**src/rtl/branch_sequencer.sv**
```systemverilog
// Multi-cycle next-PC controller for the jump/branch path.
//
// Accepts one decoded branch/jump op at a time, resolves it against the status
// flags and owns the PC register. jm fetches its target through a memory read
// handshake (with timeout to a trap vector); balz writes the link register and
// spends one extra cycle in LINK.
//
// Ports:
//   clk, reset           clock; synchronous active-high reset
//   op_valid / op_ready  op handshake, transfer = op_valid & op_ready
//   bnj                  op code (000 none, 001 j, 010 beq, 011 bgez, 100 brn,
//                        101 jm, 110 balz, 111 none)
//   stat                 flags: [1] zero, [0] negative
//   imm16, jidx, rs_val  branch offset (words), jump index, register operand
//   pc, taken            current PC; pulse when the last op redirected PC
//   mem_req/addr/ack/rdata  jm target read handshake
//   link_we, link_data   link register write strobe and return address
//   fault                pulse on jm memory timeout
module branch_sequencer #(
  parameter int unsigned WIDTH       = 32,
  parameter logic [WIDTH-1:0] RESET_PC    = '0,
  parameter logic [WIDTH-1:0] TRAP_VECTOR = WIDTH'(32'h8000_0180),
  parameter int unsigned MEM_TIMEOUT = 16
) (
  input  logic             clk,
  input  logic             reset,
  input  logic             op_valid,
  output logic             op_ready,
  input  logic [2:0]       bnj,
  input  logic [1:0]       stat,
  input  logic [15:0]      imm16,
  input  logic [25:0]      jidx,
  input  logic [WIDTH-1:0] rs_val,
  output logic [WIDTH-1:0] pc,
  output logic             taken,
  output logic             mem_req,
  output logic [WIDTH-1:0] mem_addr,
  input  logic             mem_ack,
  input  logic [WIDTH-1:0] mem_rdata,
  output logic             link_we,
  output logic [WIDTH-1:0] link_data,
  output logic             fault
);

  localparam int unsigned CntW = $clog2(MEM_TIMEOUT + 1);

  localparam logic [2:0] OpNone = 3'b000;
  localparam logic [2:0] OpJ    = 3'b001;
  localparam logic [2:0] OpBeq  = 3'b010;
  localparam logic [2:0] OpBgez = 3'b011;
  localparam logic [2:0] OpBrn  = 3'b100;
  localparam logic [2:0] OpJm   = 3'b101;
  localparam logic [2:0] OpBalz = 3'b110;
  localparam logic [2:0] OpNop7 = 3'b111;

  typedef enum logic [1:0] {StIdle, StMemWait, StLink} state_e;

  state_e            state_q, state_d;
  logic [WIDTH-1:0]  pc_q, pc_d;
  logic              taken_q, taken_d;
  logic              mem_req_q, mem_req_d;
  logic [WIDTH-1:0]  mem_addr_q, mem_addr_d;
  logic              link_we_q, link_we_d;
  logic [WIDTH-1:0]  link_data_q, link_data_d;
  logic              fault_q, fault_d;
  logic [CntW-1:0]   cnt_q, cnt_d;

  logic [WIDTH-1:0]  pc_plus4;
  logic [WIDTH-1:0]  imm_sext;
  logic [WIDTH-1:0]  boff;
  logic [WIDTH-1:0]  pc_br;
  logic [WIDTH-1:0]  pc_jmp;
  logic              transfer;
  logic              tmo_expired;

  assign pc_plus4    = pc_q + WIDTH'(4);
  assign imm_sext    = {{(WIDTH - 16){imm16[15]}}, imm16};
  assign boff        = {imm_sext[WIDTH-3:0], 2'b00};
  assign pc_br       = pc_plus4 + boff;
  // Region-relative jump: keep the top nibble of pc+4, splice in the index.
  assign pc_jmp      = {pc_plus4[WIDTH-1:28], jidx, 2'b00};
  assign transfer    = op_valid & op_ready;
  // cnt_q holds the number of completed mem_req cycles before this one.
  assign tmo_expired = (cnt_q == CntW'(MEM_TIMEOUT - 1));

  // State register and all registered outputs.
  always_ff @(posedge clk) begin
    if (reset) begin
      state_q     <= StIdle;
      pc_q        <= RESET_PC;
      taken_q     <= 1'b0;
      mem_req_q   <= 1'b0;
      mem_addr_q  <= '0;
      link_we_q   <= 1'b0;
      link_data_q <= '0;
      fault_q     <= 1'b0;
      cnt_q       <= '0;
    end else begin
      state_q     <= state_d;
      pc_q        <= pc_d;
      taken_q     <= taken_d;
      mem_req_q   <= mem_req_d;
      mem_addr_q  <= mem_addr_d;
      link_we_q   <= link_we_d;
      link_data_q <= link_data_d;
      fault_q     <= fault_d;
      cnt_q       <= cnt_d;
    end
  end

  // Next-state logic.
  always_comb begin
    state_d = state_q;
    unique case (state_q)
      StIdle: begin
        if (transfer) begin
          if (bnj == OpJm) begin
            state_d = StMemWait;
          end else if (bnj == OpBalz && stat[1]) begin
            state_d = StLink;
          end
        end
      end
      StMemWait: begin
        if (mem_ack || tmo_expired) begin
          state_d = StIdle;
        end
      end
      StLink:  state_d = StIdle;
      default: state_d = StIdle;
    endcase
  end

  // Next values of the PC and the registered outputs.
  always_comb begin
    pc_d        = pc_q;
    taken_d     = 1'b0;
    mem_req_d   = mem_req_q;
    mem_addr_d  = mem_addr_q;
    link_we_d   = 1'b0;
    link_data_d = link_data_q;
    fault_d     = 1'b0;
    cnt_d       = cnt_q;
    unique case (state_q)
      StIdle: begin
        if (transfer) begin
          pc_d = pc_plus4;
          unique case (bnj)
            OpJ: begin
              pc_d    = pc_jmp;
              taken_d = 1'b1;
            end
            OpBeq: begin
              if (stat[1]) begin
                pc_d    = pc_br;
                taken_d = 1'b1;
              end
            end
            OpBgez: begin
              if (!stat[0]) begin
                pc_d    = pc_br;
                taken_d = 1'b1;
              end
            end
            OpBrn: begin
              if (stat[0]) begin
                pc_d    = rs_val;
                taken_d = 1'b1;
              end
            end
            OpJm: begin
              pc_d       = pc_q;
              mem_addr_d = rs_val + imm_sext;
              mem_req_d  = 1'b1;
              cnt_d      = '0;
            end
            OpBalz: begin
              if (stat[1]) begin
                pc_d        = pc_jmp;
                taken_d     = 1'b1;
                link_we_d   = 1'b1;
                link_data_d = pc_plus4;
              end
            end
            OpNone, OpNop7: begin
              pc_d = pc_plus4;
            end
            default: begin
              pc_d = pc_plus4;
            end
          endcase
        end
      end
      StMemWait: begin
        // An ack on the expiry edge takes priority over the trap.
        if (mem_ack) begin
          pc_d      = mem_rdata;
          taken_d   = 1'b1;
          mem_req_d = 1'b0;
        end else if (tmo_expired) begin
          pc_d      = TRAP_VECTOR;
          fault_d   = 1'b1;
          mem_req_d = 1'b0;
        end else begin
          cnt_d = cnt_q + CntW'(1);
        end
      end
      StLink: begin
        pc_d = pc_q;
      end
      default: begin
        pc_d = pc_q;
      end
    endcase
  end

  // Outputs.
  always_comb begin
    op_ready  = (state_q == StIdle);
    pc        = pc_q;
    taken     = taken_q;
    mem_req   = mem_req_q;
    mem_addr  = mem_addr_q;
    link_we   = link_we_q;
    link_data = link_data_q;
    fault     = fault_q;
  end

endmodule

```
**config.mk**
```make
export PLATFORM = sky130hd
export DESIGN_NAME = branch_sequencer
export DESIGN_NICKNAME = d
export VERILOG_FILES = /design/src/rtl/branch_sequencer.sv
export SDC_FILE = /design/constraint.sdc
export NUM_CORES = 1
export LEC_CHECK = 0
export ABC_CLOCK_PERIOD_IN_PS = 8300
export BUFFER_PORTS_ARGS = -buffer_cell sky130_fd_sc_hd__buf_2
export CORE_MARGIN = 1
export CORE_UTILIZATION = 60
export DETAILED_ROUTE_END_ITERATION = 12
export GPL_TIMING_DRIVEN = 0
export PLACE_DENSITY = 0.88
export SYNTH_ARGS = -nofsm -noshare
export SYNTH_HDL_FRONTEND = slang
export SYNTH_SLANG_ARGS = --single-unit
```
**constraint.sdc**
```tcl
create_clock -name clk -period 8.3 [get_ports clk]
set_input_delay 0.83 -clock clk [delete_from_list [all_inputs] [get_ports clk]]
set_output_delay 0.83 -clock clk [all_outputs]
set_load 0.01 [all_outputs]
```
==> results of run 1 <==
stage by stage:
stage	worst slack, ns	hold slack (ns)	cells	utilization (%)
finish	4.064	0.4479	1591	72.39
global route	3.875	0.4721	1591	72.39
CTS	4.157	0.4513	1590	72.37
detailed placement	4.200	0.4417	1574	70.20
global placement	4.257	0.4358	1574	70.20
floorplan	4.743	0.4455	1178	-
power by group:
group	switching, uW	internal, uW	leakage [uW]
sequential	26.8	536	0.000871
combinational	351	215	0.00370
clock	246	218	0.000148
final timing paths:
path / start / endpoint / slack [ns] / depth (start not counted)
worst max-delay path: pc[11] / pc[29] / 4.06 / 14
worst min-delay path: mem_addr[19] / mem_addr[19] / 0.45 / 2
worst max register to register: pc[11] / pc[29] / 4.06 / 14
worst min register to register: mem_addr[19] / mem_addr[19] / 0.45 / 2
critical path, cell delays in order, from the launching register on:
cell	delay, ns
dfxtp_1	0.48
and4_1	0.31
nand3_1	0.29
nor2_4	0.30
and3_1	0.21
xnor2_1	0.18
inv_1	0.11
ha_1	0.36
a21o_1	0.20
a21o_1	0.17
a21o_1	0.24
o41ai_4	0.49
o21bai_1	0.17
or3_1	0.32
a211oi_1	0.29
state kept, by name, indices dropped and copies added, names as in the netlist:
name and flops:
link_we 1, pc 32, mem_req 1, fault 1
taken 1, mem_addr 32, link_data 32, cnt_q 5
state_q 2
per-layer routing:
metal	track usage, %	share of wire [%]	vias to the layer above	wire length, um
met2	67.71	43	761	14690
met3	11.40	12	166	4237
met1	54.65	38	4874	13030
li1	-	-	4808	-
met5	0	0	-	0
met4	30.80	6.6	0	2272
cells by family after synthesis:
family,count (synthesis)
adder cells (fa/ha/maj),73
XOR/XNOR,65
buffers and inverters,114
AND/OR/NAND/NOR,410
multiplexers,6
flip-flops,107
AO/OA/AOI/OAI,403
final cells by class:
cell class	instances	area (um2)	share of cell area, %
tap	184	230.2	2.188
antenna	1	2.502	0.02378
buffer	66	260.3	2.474
clock inverter	7	90.09	0.8562
sequential	107	2142	20.36
clock buffer	9	225.2	2.141
timing repair buffer	212	1061	10.08
inverter	48	180.2	1.712
multi-input combinational	957	6330	60.16
layout by cell type, fill, tap and decap left out, types with 30 or more instances in the layout:
cell type	synthesis	layout
buf_2	4	216
nor2_1	128	128
a21oi_1	115	115
nand2_1	113	113
dfxtp_1	107	107
ha_1	71	71
clkbuf_1	56	56
inv_1	47	47
a211oi_1	46	46
nor3_1	39	39
xnor2_1	33	33
a21o_1	33	33
xor2_1	32	32
o21ai_1	31	31
o21ai_0	30	30
==> summary.md, run 1 <==
| Metric | Value |
|---|---|
| CTS H-tree lvls | `3` |
| Setup bufs post-CTS | `0` |
| # clock sinks | `107` |
| Asr flop ratio synth | `0%` |
| CTS root buffer | `clkbuf_16` |
| GRT overflow | `0` |
| Cell Pwr Density | `151.3 mW/mm2` |
| First-pass GRT wire length | `51000 um` |
| Final clock skew | `0.01289 ns` |
| DRC errors left | `0` |
| CTS tree | `done` |
| Core region area | `0.01453 mm2` |
| Startpoint types | `register` |
| HPWL Detailed | `26780 um` |
| Worst setup EP type | `register` |
| Final Max Slew Viols | `0` |
| Fillers | `1213` |
| Synth Net Count | `1366` |
| CP max FO | `7` |
| Syn Inst Count | `1178` |
| FF+latch count, synth | `107` |
| Final RePlAce weighted congestion | `1.038` |
| Area contributors post-synth | `dfxtp_1, ha_1, a21oi_1` |
| Yosys Warn Count | `0` |
| Peak VDD IR | `0.00009486 V` |
| # hold bufs at CTS | `0` |
| Final Cell Area | `0.01052 mm2` |
| Routed length per instance | `21.51 um` |
| Unique cell type count in the Yosys netlist | `81` |
| Worst-Margin Slew | `1.003 ns` |
| Longest Clk Path Bufs | `2` |
| Synth Area in Compound Gates | `31.46%` |
| LEAKAGE | `0.004723 uW` |
| Achievable frequency | `236.1 MHz` |
| Largest net degree at the start of global routing | `37` |
| Top FF cell, synth | `dfxtp_1` |
| Crit share post-route | `51.03%` |
| Share of cells above drive strength 1 | `17.99%` |
| Port bufs | `212` |
| Status | `finished clean` |
| Mux cell area share after synthesis | `0.6879%` |
| Worst-case headroom to the max-slew limit | `33.11%` |
| Gr usage total | `44.46%` |
| ANT nets after route | `0` |
| Post-Route WL | `34220 um` |
| Leading area contributor after synthesis | `dfxtp_1` |
| CP Class | `reg2reg` |
| 1st-iter DRT viols | `1109` |
| Max Cap Viol | `0` |
| Syn-to-layout area delta | `18.05%` |
| RSZ-0062 raised after global routing | `false` |
| Synth Area per Inst | `7.566 um2` |
| Initial antenna violation count | `1` |
| Fin nets | `1589` |
| Post-DR vias/cell | `6.668` |
| Vias in the first global route | `9576` |
| Synth Area in Adders | `10.42%` |
| Initial core utilization | `61.32%` |
| Final hold vios | `0` |
| Synth Area in XOR/XNOR | `6.388%` |
| Ports | `216` |
| Largest family of logic cells by synthesized area | `compound AO/OA/AOI/OAI gates` |
| Post-synth EDFFs | `0` |
| Dpl cell area | `0.01020 mm2` |
| Vias | `10609` |
| Post_cts resized | `0` |
| Most numerous cell in the Yosys netlist | `nor2_1` |
| Worst-Skew Late Latency | `0.38 ns` |
| Leading cell types by count after synthesis | `nor2_1, a21oi_1, nand2_1` |
| Final Power | `1592 uW` |
| Setup violators final | `0` |
| Clock transition at the registers of the reported paths | `0.09 ns` |
| Die Wd | `123.9 um` |
| Die Ht | `123.9 um` |
| Setup TNS | `0 ns` |
| Worst Path Arrival | `4.52 ns` |
| First drt pass iteration count | `6` |
| Tmin final | `4.236 ns` |
| Type of the tightest min-delay check | `reg2reg` |
| Die ar. | `0.01535 mm2` |
| CTS Buf Count | `9` |
| Required time of the worst setup path | `8.58 ns` |
| Sequential cell area fraction in the yosys report | `24.03%` |
| Simple-gate share of the synthesized area | `22.07%` |
| Row cnt | `44` |
| Mapped cell area | `0.008912 mm2` |
| Top cell type's share of synthesized area | `24.03%` |
Power figures use the tool's default switching activity.
==> run 2: changes to the inputs <==
==> config.mk (replaced) <==
export PLATFORM = sky130hd
export DESIGN_NAME = branch_sequencer
export DESIGN_NICKNAME = d
export VERILOG_FILES = /design/src/rtl/branch_sequencer.sv
export SDC_FILE = /design/constraint.sdc
export NUM_CORES = 1
export LEC_CHECK = 0
export ABC_CLOCK_PERIOD_IN_PS = 4010
export BUFFER_PORTS_ARGS = -buffer_cell sky130_fd_sc_hd__buf_2
export CORE_MARGIN = 1
export CORE_UTILIZATION = 55
export DETAILED_ROUTE_END_ITERATION = 12
export GPL_TIMING_DRIVEN = 0
export PLACE_DENSITY = 0.82
export SYNTH_ARGS = -nofsm -noshare
export SYNTH_HDL_FRONTEND = slang
export SYNTH_SLANG_ARGS = --single-unit
==> constraint.sdc (replaced) <==
create_clock -name clk -period 4.01 [get_ports clk]
set_input_delay 0.401 -clock clk [delete_from_list [all_inputs] [get_ports clk]]
set_output_delay 0.401 -clock clk [all_outputs]
set_load 0.01 [all_outputs]
==> run 2 against run 1 <==
Sequential power grew 110%; register-to-register slack lost 3.9 ns; design area grew 1.2%; critical path depth grew 1; critical path type unchanged; largest power group is now sequential cells.
==> summary.md, run 2 (synthesis gave the netlist of run 1 again) <==
| Metric | Value |
|---|---|
| Status | `finished clean` |
| Ports | `216 (unchanged)` |
| Worst Path Arrival | `4.10 ns (-0.42 ns)` |
| Final Cell Area | `0.01064 mm2 (+1.2%)` |
| Final hold vios | `0 (unchanged)` |
| Worst-case headroom to the max-slew limit | `29.60% (-3.5 points)` |
| R2R Path Start | `pc[10]` |
| First drt pass iteration count | `5 (-1)` |
| Fillers | `1422 (+17%)` |
| Cell Pwr Density | `310.6 mW/mm2 (+110%)` |
| Worst R2R Setup Slack | `0.19 ns (-3.87 ns)` |
| Tmin final | `3.819 ns (-0.4165 ns)` |
| RSZ-0062 raised after global routing | `false` |
| Largest stage delay on the critical path | `0.43 ns (-0.06 ns)` |
| Worst r2r path cells | `15 (+1)` |
| Hold WS | `0.2968 ns (-0.1511 ns)` |
| Share of cells above drive strength 1 | `19.22% (+1.2 points)` |
| Die ar. | `0.01672 mm2 (+8.9%)` |
| CP max FO | `9 (+2)` |
| Crit share post-route | `95.25% (+44 points)` |
| Vias | `10406 (-1.9%)` |
| Fin nets | `1593 (+0.25%)` |
| Startpoint types | `register` |
| Longest Clk Path Bufs | `2 (unchanged)` |
| HPWL Detailed | `27430 um (+2.4%)` |
| Worst setup EP type | `register` |
| Post-DR vias/cell | `6.392 (-4.1%)` |
| GRT overflow | `0 (unchanged)` |
| Type of the tightest min-delay check | `in2reg` |
| Final worst setup slack | `0.1906 ns (-3.874 ns)` |
| Hold Path Depth | `3 (+1)` |
| Port bufs | `212 (unchanged)` |
| DRC errors left | `0 (unchanged)` |
| Routed length per instance | `21.30 um (-0.97%)` |
| Syn-to-layout area delta | `19.42%` |
| Core region area | `0.01583 mm2 (+8.9%)` |
| Top delay family on crit path | `compound AO/OA/AOI/OAI gates` |
| Worst R2R End | `pc[29]` |
| Commonest non-fill, non-tap cell in the layout | `buf_2` |
| Max Cap Viol | `0 (unchanged)` |
| Row cnt | `46 (+4.5%)` |
| Worst path bufs/invs | `2 (+1)` |
| Layout Utilization | `67.24% (-5.2 points)` |
| Gr usage total | `41.25% (-3.2 points)` |
| Worst-Skew Late Latency | `0.38 ns (about the same)` |
| Final RePlAce weighted congestion | `1.021 (-1.6%)` |
| Final Max Slew Viols | `0 (unchanged)` |
| CTS root buffer | `clkbuf_16` |
| Initial core utilization | `56.31% (-5.0 points)` |
| # clock sinks | `107 (unchanged)` |
| Hold EP | `pc[15]` |
| Final clock skew | `0.01131 ns (-0.001585 ns)` |
| CTS Buf Count | `9 (unchanged)` |
| CTS tree | `done` |
| Most frequent cells in the layout | `buf_2, nor2_1, a21oi_1` |
| 1st-iter DRT viols | `810 (-27%)` |
| Initial antenna violation count | `3 (+2)` |
| Largest net degree at the start of global routing | `37 (unchanged)` |
| First-pass GRT wire length | `52100 um (+2.2%)` |
| Final Non-Filler Cells | `1628 (+2.3%)` |
| Post-Route WL | `34680 um (+1.3%)` |
| Worst path cell trace | `and4_1, nand3_2, nor2_4, buf_4, nand2_1, xnor2_1, ha_1, clkbuf_1, a21o_1, a21o_1, a21oi_1, o21bai_1, o21bai_1, or3_1, a211oi_1` |
| CP Class | `reg2reg` |
| Peak VDD IR | `0.0002231 V (+140%)` |
| Required time of the worst setup path | `4.30 ns (-4.28 ns)` |
| Worst-Margin Slew | `1.052 ns (+0.04872 ns)` |
| CTS H-tree lvls | `3 (unchanged)` |
| # hold bufs at CTS | `0 (unchanged)` |
| Inst Count DP | `1606 (+2.0%)` |
| Setup violators final | `0 (unchanged)` |
| LEAKAGE | `0.004754 uW (+0.65%)` |
| Die Ht | `129.3 um (+4.4%)` |
| ANT nets after route | `0 (unchanged)` |
| Vias in the first global route | `9655 (+0.82%)` |
| CP max stage cell | `xnor2_1` |
| Clock transition at the registers of the reported paths | `0.09 ns (about the same)` |
| Achievable frequency | `261.8 MHz (+11%)` |
| Die Wd | `129.3 um (+4.4%)` |
| Dpl cell area | `0.01024 mm2 (+0.39%)` |
| Post-Place Setup Slack | `-0.05517 ns (-4.255 ns)` |
| Hold Crit Start | `mem_rdata[15]` |
-- run 2: cell count changes in the layout (fill, tap and decap cells not counted), sizes merged --
cell,change
diode,+1
buf,+4
inv,+2
clkinv,-1
clkinvlp,-1
-- run 2: worst max path at each step --
| stage | from | end | slack (ns) | depth (start not counted) |
|---|---|---|---|---|
| floorplan | pc[4] | pc[27] | 0.45 | 14 |
| global placement | pc[4] | pc[27] | -0.07 | 12 |
| detailed placement | pc[4] | pc[27] | -0.06 | 12 |
| CTS | pc[10] | pc[27] | 0.05 | 12 |
| global route | pc[6] | pc[29] | 0.02 | 13 |
| finish | pc[10] | pc[29] | 0.19 | 15 |
-- run 2: layer usage --
layer / track usage, % / wire length [um] / vias up
li1: - / - / 4818
met1: 51.38 / 13850 / 4827
met2: 65.21 / 15220 / 610
met3: 9.785 / 3652 / 147
met4: 23.67 / 1934 / 4
met5: 0 / 25 / -
-- run 2: power by group --
part           switching [uW]  internal, uW  total (uW)
Combinational             721           445        1170
Sequential               57.8          1110        1170
Clock                     517           456         973
Total                    1300          2010        3310
-- run 2: layout make-up --
cell class	count	area [um2]	area share (%)
inverters	48	180.2	1.693
multi-input cells	957	6372	59.88
clock buffers	9	225.2	2.116
plain buffers	66	260.3	2.445
flip-flops and latches	107	2150	20.20
clock inverters	7	88.84	0.8347
repair buffers	216	1091	10.25
well taps	216	270.3	2.539
diodes	2	5.005	0.04703
-- run 2: what timing repair did --
item                                    CTS  global route
resized for setup                         3            12
endpoints found under the setup margin    3            11
setup buffers                             2             2
pin swaps                                 2             2
-- run 2: stage by stage --
stage	total power [uW]	setup TNS (ns)
finish	3306	0
detailed placement	2310	-0.1001
global route	3447	0
CTS	3263	0
floorplan	1940	0
global placement	2298	-0.1213
-- run 2: worst min-delay path, stage by stage --
cell	delay (ns)
buf_2	0.10
nand2_1	0.05
a311oi_1	0.08
